[config.mk]
export PLATFORM = sky130hd
export DESIGN_NAME = tdl_therm_decoder
export DESIGN_NICKNAME = d
export VERILOG_FILES = /design/src/rtl/tdl_therm_decoder.sv
export SDC_FILE = /design/constraint.sdc
export NUM_CORES = 1
export LEC_CHECK = 0
export ABC_CLOCK_PERIOD_IN_PS = 6000
export CAP_MARGIN = 20
export CORE_MARGIN = 2
export CORE_UTILIZATION = 32
export DETAILED_ROUTE_END_ITERATION = 16
export SETUP_SLACK_MARGIN = 0.3
export SLEW_MARGIN = 30
export SYNTH_ARGS = -nofsm -noshare
export SYNTH_HDL_FRONTEND = slang
export SYNTH_SLANG_ARGS = --single-unit
[constraint.sdc]
create_clock -name clk -period 6 [get_ports clk]
set_input_delay 1.2 -clock clk [delete_from_list [all_inputs] [get_ports clk]]
set_output_delay 1.2 -clock clk [all_outputs]
set_load 0.05 [all_outputs]
[src/rtl/tdl_therm_decoder.sv]
// Tapped-delay-line TDC read side: captures the carry-chain thermometer code, detects
// hit edges, ones-counts the code into a fine time and tags it with a coarse count.
module tdl_therm_decoder #(
  parameter int TAPS        = 64,
  parameter int FINE_W      = 7,
  parameter int COARSE_W    = 16,
  parameter int DEAD_CYCLES = 4
) (
  input  logic                clk,
  input  logic                rst,
  input  logic                en,
  input  logic [TAPS-1:0]     taps,
  output logic                out_valid,
  output logic [COARSE_W-1:0] out_coarse,
  output logic [FINE_W-1:0]   out_fine,
  output logic                out_sat,
  output logic                hit_drop,
  output logic                coarse_wrap
);

  localparam int GROUPS = TAPS / 4;

  typedef enum logic [1:0] {st_disabled, st_armed, st_dead} state_t;

  logic [TAPS-1:0]     cap_reg;
  logic                cap_vld_reg;
  logic [TAPS-1:0]     syn_reg;
  logic                syn_vld_reg;
  logic                prev0_reg;
  logic [COARSE_W-1:0] cnt_reg;

  state_t              state_reg, state_next;
  logic [3:0]          dcnt_reg, dcnt_next;
  logic                hit;
  logic                accept;
  logic                drop;

  logic [2:0]          gsum_next [GROUPS];
  logic [2:0]          gsum_reg  [GROUPS];
  logic                s2_vld_reg;
  logic [COARSE_W-1:0] s2_coarse_reg;
  logic [FINE_W-1:0]   fine_sum;

  // Capture and one synchroniser stage; the valid bits mark slots that hold a real
  // post-reset sample, so the first sample is compared against a high "previous" bit.
  always_ff @(posedge clk) begin
    if (rst) begin
      cap_reg     <= '0;
      cap_vld_reg <= 1'b0;
      syn_reg     <= '0;
      syn_vld_reg <= 1'b0;
      prev0_reg   <= 1'b1;
    end else begin
      cap_reg     <= taps;
      cap_vld_reg <= 1'b1;
      syn_reg     <= cap_reg;
      syn_vld_reg <= cap_vld_reg;
      prev0_reg   <= syn_vld_reg ? syn_reg[0] : 1'b1;
    end
  end

  assign hit = syn_vld_reg & syn_reg[0] & ~prev0_reg;

  always_ff @(posedge clk) begin
    if (rst) begin
      cnt_reg     <= '0;
      coarse_wrap <= 1'b0;
    end else begin
      cnt_reg     <= cnt_reg + 1'b1;
      coarse_wrap <= &cnt_reg;
    end
  end

  always_ff @(posedge clk) begin
    if (rst) begin
      state_reg <= st_disabled;
      dcnt_reg  <= '0;
      hit_drop  <= 1'b0;
    end else begin
      state_reg <= state_next;
      dcnt_reg  <= dcnt_next;
      hit_drop  <= drop;
    end
  end

  always_comb begin
    state_next = state_reg;
    dcnt_next  = dcnt_reg;
    accept     = 1'b0;
    drop       = 1'b0;
    case (state_reg)
      st_disabled: begin
        drop = hit;
        if (en) state_next = st_armed;
      end
      st_armed: begin
        if (hit) begin
          accept     = 1'b1;
          dcnt_next  = 4'(DEAD_CYCLES);
          state_next = st_dead;
        end else if (!en) begin
          state_next = st_disabled;
        end
      end
      st_dead: begin
        drop      = hit;
        dcnt_next = dcnt_reg - 1'b1;
        // Leaving on the last count keeps the suppression window at DEAD_CYCLES cycles.
        if (dcnt_reg <= 4'd1) state_next = en ? st_armed : st_disabled;
      end
      default: state_next = st_disabled;
    endcase
  end

  generate
    for (genvar gi = 0; gi < GROUPS; gi++) begin : g_group
      assign gsum_next[gi] = 3'(syn_reg[4*gi])   + 3'(syn_reg[4*gi+1])
                           + 3'(syn_reg[4*gi+2]) + 3'(syn_reg[4*gi+3]);
    end
  endgenerate

  always_ff @(posedge clk) begin
    if (rst) begin
      s2_vld_reg    <= 1'b0;
      s2_coarse_reg <= '0;
      for (int i = 0; i < GROUPS; i++) gsum_reg[i] <= '0;
    end else begin
      s2_vld_reg    <= accept;
      s2_coarse_reg <= cnt_reg;
      for (int i = 0; i < GROUPS; i++) gsum_reg[i] <= gsum_next[i];
    end
  end

  // Plain popcount of the group sums: bubbles shift the result by their count only.
  always_comb begin
    fine_sum = '0;
    for (int i = 0; i < GROUPS; i++) fine_sum = fine_sum + FINE_W'(gsum_reg[i]);
  end

  always_ff @(posedge clk) begin
    if (rst) begin
      out_valid  <= 1'b0;
      out_coarse <= '0;
      out_fine   <= '0;
      out_sat    <= 1'b0;
    end else begin
      out_valid <= s2_vld_reg;
      if (s2_vld_reg) begin
        out_coarse <= s2_coarse_reg;
        out_fine   <= fine_sum;
        out_sat    <= (fine_sum == FINE_W'(TAPS));
      end
    end
  end

endmodule
# After elaboration in Yosys (flattened, before gate mapping)

Memories as Yosys holds them, arrays and structs flattened.
Index checks and enable logic that the tools add are counted.

Add/sub/neg operators: 65
Order comparisons: 1
Equal/unequal tests: 7
Multiplexer cells: 28
Bitwise gates (word level): 22
Reduce and logical (&&, ||, !) cells: 9

Operators by type and width:

| cell                    | number |
|---|---|
| $add A7 B3 Y7           | 11 |
| $add A2 B1 Y3           | 16 |
| $add A3 B1 Y3           | 16 |
| $mux W3                 | 16 |
| $add A1 B1 Y2           | 16 |
| $add A16 B1 Y16 const B | 1 |
| $or A1 B1 Y1            | 16 |
| $reduce_and A16 Y1      | 1 |
| $mux W2                 | 4 |
| $pmux W4 S2             | 1 |
| $reduce_or A2 Y1        | 4 |
| $add A6 B3 Y7           | 1 |
| $eq A7 B7 Y1 const B    | 1 |
| $add A5 B3 Y6           | 1 |
| $ne A2 B2 Y1 const B    | 3 |
| $pmux W2 S3             | 1 |
| $add A4 B3 Y5           | 1 |
| $mux W1                 | 5 |
| $add A3 B3 Y4           | 1 |
| $le A4 B1 Y1 const B    | 1 |
| $mux W4                 | 1 |
| $not A1 Y1              | 4 |
| $sub A4 B1 Y4 const B   | 1 |
| $ne A3 B3 Y1 const B    | 1 |
| 7 further kinds         | 8 |

Register bits: 197
Bits in writable memories: 48
Logic and storage cells: 149
Memories: 1

Memory list:

| name     | words | bits a word | rd ports | clocked after Yosys merged registers in | wr ports | RTL line | RTL |
|---|---|---|---|---|---|---|---|
| gsum_reg | 16    | 3           | 16       | 0                                       | 16       | 39       | `logic [2:0] gsum_reg [GROUPS];` |

# Logic depth before layout (Yosys ltp)

Gate-level depths: netlist of run 1.

Depth after elaboration: 16
Mapped depth: 18
Mapped depth without buffers: 18

# Worst setup path before layout of run 1

Ideal clock, no wire load.

Path type: reg2reg
Start point: memory gsum_reg[3][2], in the netlist gsum_reg[0][11]
End point: register out_sat
Data arrival time: 4699 ps
Required time: 5883 ps
Slack: 1185 ps
Cell stages (with the launch flop): 17
Path buffers: 0
Period minus slack after synthesis: 4815 ps
Cell sequence: dfxtp_1 > inv_1 > fa_1 > inv_1 > fa_1 > fa_1 > fa_1 > fa_1 > inv_1 > fa_1 > inv_1 > ha_1 > a211oi_1 > nor2_1 > a211oi_1 > a21oi_1 > a22o_1

RTL lines:

| element              | RTL line | RTL |
|---|---|---|
| from (decl)          | 39       |  |
| to (signal assigned) | 151      | `out_sat <= (fine_sum == FINE_W'(TAPS));` |
| to (decl)            | 16       | `output logic out_sat,` |

==> reports/results.md, run 1 <==
| Group | Parameter | Value |
|---|---|---|
| critical path | Worst Path Max Fanout | 2 |
| sta | Worst Max-Slew Pin Slew | 869 ps |
| routing | Iteration-0 DRC count of the detailed router | 123 |
| routing | Final routed DRC violation total | 0 |
| cts | Clock tree from TritonCTS | yes |
| cts | Clk sink count | 245 |
| routing | Detailed-routing iteration count for the pre-antenna-repair pass | 4 |
| routing | Overall via count from detail_route | 5,547 |
| yosys | YS warnings | 0 |
| cts | Count of buffers added by post-CTS timing repair for setup | 0 |
| cts | Clock tree root buffer cell | clkbuf_16 |
| cts | Source-to-sink clock delay at the later pin of the worst-skew pair | 530 ps |
| global routing | Number of global-route vias before repair | 5,640 |
| floorplan | X dimension of the die | 177 um |
| finish | Share of layout cells above drive strength 1 | 5.46% |
| yosys | Largest cells by area after synthesis | dfxtp_1, nor2b_1, fa_1, inv_1, ha_1 |
| yosys | Cell area after synthesis | 9600 um2 |
| cts | Number of H-tree branching levels | 1 |
| sta | Min Tclk post-route | 5080 ps |
| worst hold path | Tightest Hold Check Type | reg2reg |
| floorplan | Starting density of the core | 32.5% |
| yosys | Mean instance size in the synthesized netlist | 10.7 um2 |
| sta | Setup-failing EPs final | 0 |
| routing | Avg WL per Cell | 11.1 um |
| yosys | EDFF count, synth | 0 |
| critical path | Kind of critical path | reg2reg |
| power | Total Power Consumption | 3.87 mW |
| yosys | Synth area leader | dfxtp_1 |
| cts | Count of instances resized after the clock tree is built | 0 |
| global routing | Combined global-route utilization of all metal layers | 10.3% |
| floorplan | Number of ports placed on the die boundary | 94 |
| cts | Number of hold buffers added after cts | 0 |
| global routing | First-pass GRT wire length | 26.2 mm |
| critical path | Critical path endpoint category | register |
| sta | Rel. slew slack | 42.1% |
| yosys | Share of flip-flops with an asynchronous set or reset | 0% |
| sta | Period utilization | 84.7% |
| yosys | Sequential area share after synthesis | 51.1% |
| placed design | RD Place Congestion | 0.771 |
| finish | Layout overhead on the synthesized area | 23.5% |
| flow run | Max-capacitance violation count | 0 |
| power | Power Dens Cells | 326 nW/um2 |
| finish | Number of filler instances in the final layout | 2,883 |
| placed design | Port Buffer Count | 93 |
| routing | Antenna-violating nets left | 0 |
| sta | Setup repair after global routing missed its margin | false |
| floorplan | Total Die Area | 31,400 um2 |
| critical path | Setup crit start kind | register |
| critical path | Data arrival time of the critical path | 5500 ps |
| yosys | Synth cell types | 37 |
| sta | Highest Clock Rate | 197 MHz |
| global routing | Pin count of the biggest net entering global routing | 141 |
| yosys | Number of nets in the synthesized netlist | 1,070 |
| power | Worst IR Drop VDD | 0.000218 V |
| yosys | Area share of the largest cell type after synthesis | 51.1% |
| floorplan | DIE HEIGHT | 177 um |
| yosys | Cell count after synthesis | 897 |
| yosys | Total of flip-flops plus latches after synthesis | 245 |
| outcome | Run status | finished, final reports clean |
| power | Static Leakage | 5.08 nW |
| cts | CTS clk-pin slew, worst paths | 60 ps |
| yosys | Most frequent cell after synthesis | dfxtp_1 |
| sta | Number of hold violations in the final report | 0 |
| floorplan | Core Box Area | 29,600 um2 |
| yosys | Most frequent cells after synthesis | dfxtp_1, nor2b_1, inv_1, fa_1, ha_1 |
| global routing | Number of antenna violations at the first check in global routing | 0 |
| sta | Setup total negative slack | 0 ps |
| finish | Number of diodes | 0 |
| sta | Worst setup skew after layout | 10.6 ps |
| finish | Number of nets at the end of the flow | 1,163 |
| routing | Vias per std cell | 3.97 |
| critical path | Required time of the critical path | 6420 ps |
| cts | Bufs on Longest Clock Path | 3 |
| global routing | Global route total overflow | 0 |
| cts | Number of buffers inserted during clock tree synthesis | 27 |
| routing | Sum of routed wire length over all layers | 15.5 mm |
| sta | Max Transition Viols Final | 0 |
| yosys | Most used DFF post-synth | dfxtp_1 |
| placed design | Detailed placement HPWL | 10.7 mm |
| floorplan | # rows | 63 |
-- where the power goes --
part | leakage (nW) | internal, mW | switching [mW]
clock network | 0.461 | 1.08 | 0.633
logic | 2.61 | 0.216 | 0.239
registers | 2.01 | 1.69 | 0.0181
-- critical path, cell delays in order, from the launching register on --
cell	delay, ps
dfxtp_1	310
inv_1	60
fa_1	530
inv_1	50
fa_1	460
fa_1	540
fa_1	520
fa_1	550
inv_1	60
fa_1	600
inv_1	60
ha_1	300
a211oi_1	270
nor2_1	100
a211oi_1	280
a21oi_1	70
a22o_1	200
-- per-layer routing --
metal / global-route usage (%) / up-vias / part of all wire (%)
met2: 17.0 / 93 / 46
met1: 13.0 / 2572 / 46
met4: 3.68 / 0 / 2.6
met5: 0 / - / 0
met3: 2.36 / 30 / 5.1
li1: - / 2852 / -
-- path summary, 6_finish.rpt --
path | startpoint | to | slack (ps) | cells past startpoint
setup / recovery | gsum_reg[0][11] | out_sat | 920 | 16
hold / removal | syn_vld_reg | prev0_reg | 400 | 1
setup reg to reg | gsum_reg[0][11] | out_sat | 920 | 16
hold reg to reg | syn_vld_reg | prev0_reg | 400 | 1
-- kinds of logic after synthesis --
group | share of synthesized area (%)
adders and majority gates | 18.2
buffers and inverters | 7.79
and+or+nand+nor | 17.6
xor gates and xnor gates | 1.28
AOI/OAI and AO/OA | 1.92
DFF | 51.1
muxes | 2.20
-- cell type report --
type                       instances  area, um2  area share [%]
inverter                         167        627            5.28
sequential                       245       4900            41.3
clock buffer                      38        787            6.63
multi-input combinational        454       3950            33.3
tap                              390        488            4.11
timing repair buffer              95        962            8.11
clock inverter                     8        144            1.21
-- cells in the final DEF (no fill, tap or decap), drive strengths merged, types with 5 or more instances in the layout --
cell type	count
mux2i	20
nor2	49
clkdlybuf4s50	92
o21ai	6
a21oi	10
dfxtp	245
clkbuf	39
fa	56
nand3	6
nand2	6
nor2b	195
inv	168
xnor2	11
a211oi	5
ha	50
-- per-stage QoR --
stage                     instance area, um2  utilization [%]  std cells  setup slack (ps)  hold WS, ps
after floorplan                         9600                -        897              1180          381
after global placement                 10900             37.0       1351               975          389
after detailed placement               10900             37.0       1351               931          392
after CTS                              11900             40.1       1397               894          406
after global routing                   11900             40.1       1397               607          422
final                                  11900             40.1       1397               917          402
Power figures use the tool's default switching activity.
==> run 2, diff against run 1 <==
--- a/config.mk
+++ b/config.mk
@@ -5,7 +5,7 @@
 export SDC_FILE = /design/constraint.sdc
 export NUM_CORES = 1
 export LEC_CHECK = 0
-export ABC_CLOCK_PERIOD_IN_PS = 6000
+export ABC_CLOCK_PERIOD_IN_PS = 4350
 export CAP_MARGIN = 20
 export CORE_MARGIN = 2
 export CORE_UTILIZATION = 32
==> constraint.sdc (replaced) <==
create_clock -name clk -period 4.35 [get_ports clk]
set_input_delay 0.87 -clock clk [delete_from_list [all_inputs] [get_ports clk]]
set_output_delay 0.87 -clock clk [all_outputs]
set_load 0.05 [all_outputs]
==> reports/results.md, run 2 (synthesis results as in run 1) <==
| Group | Parameter | Value | vs previous |
|---|---|---|---|
| outcome | Run status | finished with violations |  |
| outcome | Failing checks | negative setup slack |  |
| flow run | Max-capacitance violation count | 0 | unchanged |
| critical path | Kind of critical path | reg2reg |  |
| placed design | Detailed placement HPWL | 10.8 mm | +0.83% |
| cts | Number of buffers inserted during clock tree synthesis | 27 | unchanged |
| floorplan | DIE HEIGHT | 177 um | unchanged |
| critical path | Flop2flop setup slack | -400 ps | -1320 ps |
| cts | CTS clk-pin slew, worst paths | 60 ps | about the same |
| routing | Sum of routed wire length over all layers | 15.7 mm | +1.5% |
| critical path | Critical register-to-register path startpoint | gsum_reg[0][11] |  |
| sta | Number of hold violations in the final report | 0 | unchanged |
| finish | Share of layout cells above drive strength 1 | 10.5% | +5.0 points |
| global routing | Pin count of the biggest net entering global routing | 99 | -30% |
| sta | Worst setup skew after layout | 16.5 ps | +5.92 ps |
| critical path | Worst reg2reg endpoint | out_fine[6] |  |
| sta | Period utilization | 109% | +25 points |
| critical path | Setup crit start kind | register |  |
| sta | Highest Clock Rate | 210 MHz | +7.0% |
| power | Static Leakage | 5.13 nW | +1.1% |
| routing | Avg WL per Cell | 11.1 um | +0.69% |
| global routing | Global route total overflow | 0 | unchanged |
| routing | Overall via count from detail_route | 5,569 | +0.40% |
| cts | Source-to-sink clock delay at the later pin of the worst-skew pair | 540 ps | about the same |
| worst hold path | Min-Delay Path Depth | 1 | unchanged |
| cts | Clk sink count | 245 | unchanged |
| routing | Antenna-violating nets left | 0 | unchanged |
| routing | Iteration-0 DRC count of the detailed router | 96 | -22% |
| cts | Clock tree from TritonCTS | yes |  |
| power | Worst IR Drop VDD | 0.000300 V | +38% |
| critical path | Required time of the critical path | 4750 ps | -1670 ps |
| critical path | Data arrival time of the critical path | 5150 ps | -350 ps |
| finish | Non-Filler Instances | 1,408 | +0.79% |
| critical path | R2r worst-path depth | 16 | unchanged |
| critical path | Cell chain of the critical path | inv_2 -> fa_1 -> inv_1 -> fa_1 -> fa_2 -> fa_2 -> fa_1 -> inv_2 -> fa_2 -> inv_2 -> ha_4 -> a211oi_4 -> nor2_2 -> a211oi_2 -> mux2_4 -> nor2_1 |  |
| routing | Detailed-routing iteration count for the pre-antenna-repair pass | 4 | unchanged |
| global routing | Number of global-route vias before repair | 5,658 | +0.32% |
| sta | Setup repair after global routing missed its margin | true |  |
| finish | Post-route core utilization | 41.0% | +0.85 points |
| global routing | First-pass GRT wire length | 26.4 mm | +0.58% |
| sta | Hold Slack | 411 ps | +8.79 ps |
| finish | Leading cell type in the layout, fill and taps excluded | dfxtp_1 |  |
| placed design | RD Place Congestion | 0.736 | -4.5% |
| routing | Final routed DRC violation total | 0 | unchanged |
| critical path | Worst Path Max Fanout | 2 | unchanged |
| global routing | Number of antenna violations at the first check in global routing | 0 | unchanged |
| placed design | Placed cell count | 1,357 | +0.44% |
| floorplan | X dimension of the die | 177 um | unchanged |
| placed design | Total placed instance area | 11,000 um2 | +0.96% |
| worst hold path | Destination of the worst hold path | prev0_reg |  |
| finish | Number of diodes | 0 | unchanged |
| finish | Layout overhead on the synthesized area | 26.1% |  |
| critical path | Top Family by Delay on Critical Path | adder cells |  |
| sta | Max Transition Viols Final | 0 | unchanged |
| placed design | Port Buffer Count | 93 | unchanged |
| floorplan | Total Die Area | 31,400 um2 | unchanged |
| cts | Clock tree root buffer cell | clkbuf_16 |  |
| sta | Worst Max-Slew Pin Slew | 750 ps | -119 ps |
| critical path | Critical path endpoint category | register |  |
| cts | Bufs on Longest Clock Path | 3 | unchanged |
| floorplan | Core Box Area | 29,600 um2 | unchanged |
| critical path | Crit path max-delay cell type | fa_2 |  |
| finish | Number of nets at the end of the flow | 1,170 | +0.60% |
| global routing | Combined global-route utilization of all metal layers | 10.3% | +0.031 points |
| power | Power Dens Cells | 469 nW/um2 | +44% |
| floorplan | Number of ports placed on the die boundary | 94 | unchanged |
| sta | Setup-failing EPs final | 6 | +6 |
| floorplan | Starting density of the core | 32.5% | unchanged |
| finish | Post-route cell area | 12,100 um2 | +2.1% |
| worst hold path | Tightest Hold Check Type | reg2reg |  |
| cts | Number of H-tree branching levels | 1 | unchanged |
| worst hold path | Hold Path Origin | syn_vld_reg |  |
| sta | Min Tclk post-route | 4750 ps | -331 ps |
| sta | Rel. slew slack | 50.0% | +7.9 points |
| routing | Vias per std cell | 3.96 | -0.39% |
| finish | Highest-count cells in the layout ignoring fill and taps | dfxtp_1, nor2b_1, inv_1, clkdlybuf4s50_1 |  |
| critical path | Critical path buffers and inverters | 4 | unchanged |
| floorplan | # rows | 63 | unchanged |
| critical path | Crit-path max cell delay | 580 ps | -20 ps |
| sta | Smallest setup slack after layout | -402 ps | -1320 ps |
## run 2: cell count changes in the layout (fill, tap and decap cells not counted), sizes merged
cell and change:
clkinvlp +1, buf +8, clkbuf +2
## run 2: worst max-delay path by stage
stage | depth (start not counted) | from | slack, ps | to
after floorplan | 16 | gsum_reg[0][47] | -230 | out_sat
after global placement | 16 | gsum_reg[0][29] | -370 | out_fine[6]
after detailed placement | 18 | gsum_reg[0][1] | -420 | out_sat
after CTS | 16 | gsum_reg[0][29] | -370 | out_fine[6]
after global routing | 16 | gsum_reg[0][1] | -550 | out_fine[6]
final | 16 | gsum_reg[0][11] | -400 | out_fine[6]
## run 2: metrics by stage
stage / total power [mW] / TNS (ps) / setup slack [ps]
floorplan: 2.89 / -706 / -226
finish: 5.68 / -1560 / -402
global route: 5.97 / -2460 / -550
CTS: 5.72 / -1640 / -367
global placement: 3.15 / -1720 / -371
detailed placement: 3.17 / -2010 / -425
## run 2: cell type report
class,instances,area [um2]
Clock buffer,41,818
Multi-Input combinational cell,454,4100
Tap cell,390,488
Timing Repair Buffer,102,1020
Fill cell,2864,17400
Sequential cell,245,4910
Clock inverter,9,155
Inverter,167,627
## run 2: metal layers
metal / wire length [um] / up-vias / global-route usage [%] / share of wire [%]
li1: - / 2876 / - / -
met4: 518 / 0 / 3.82 / 3.3
met1: 7280 / 2583 / 13.1 / 46
met5: 0 / - / 0 / 0
met2: 7220 / 78 / 17.1 / 46
met3: 672 / 32 / 2.32 / 4.3
## run 2: repair_timing
item	4_1_cts	5_1_grt
hold buffers	0	0
endpoints found under the setup margin	6	7
setup buffers	0	1
pin swaps	23	16
resized for setup	21	11
## run 2: power breakdown
group / switching (mW) / total, mW / internal [mW]
registers: 0.0241 / 2.35 / 2.32
clock network: 0.889 / 2.42 / 1.53
logic: 0.422 / 0.908 / 0.486
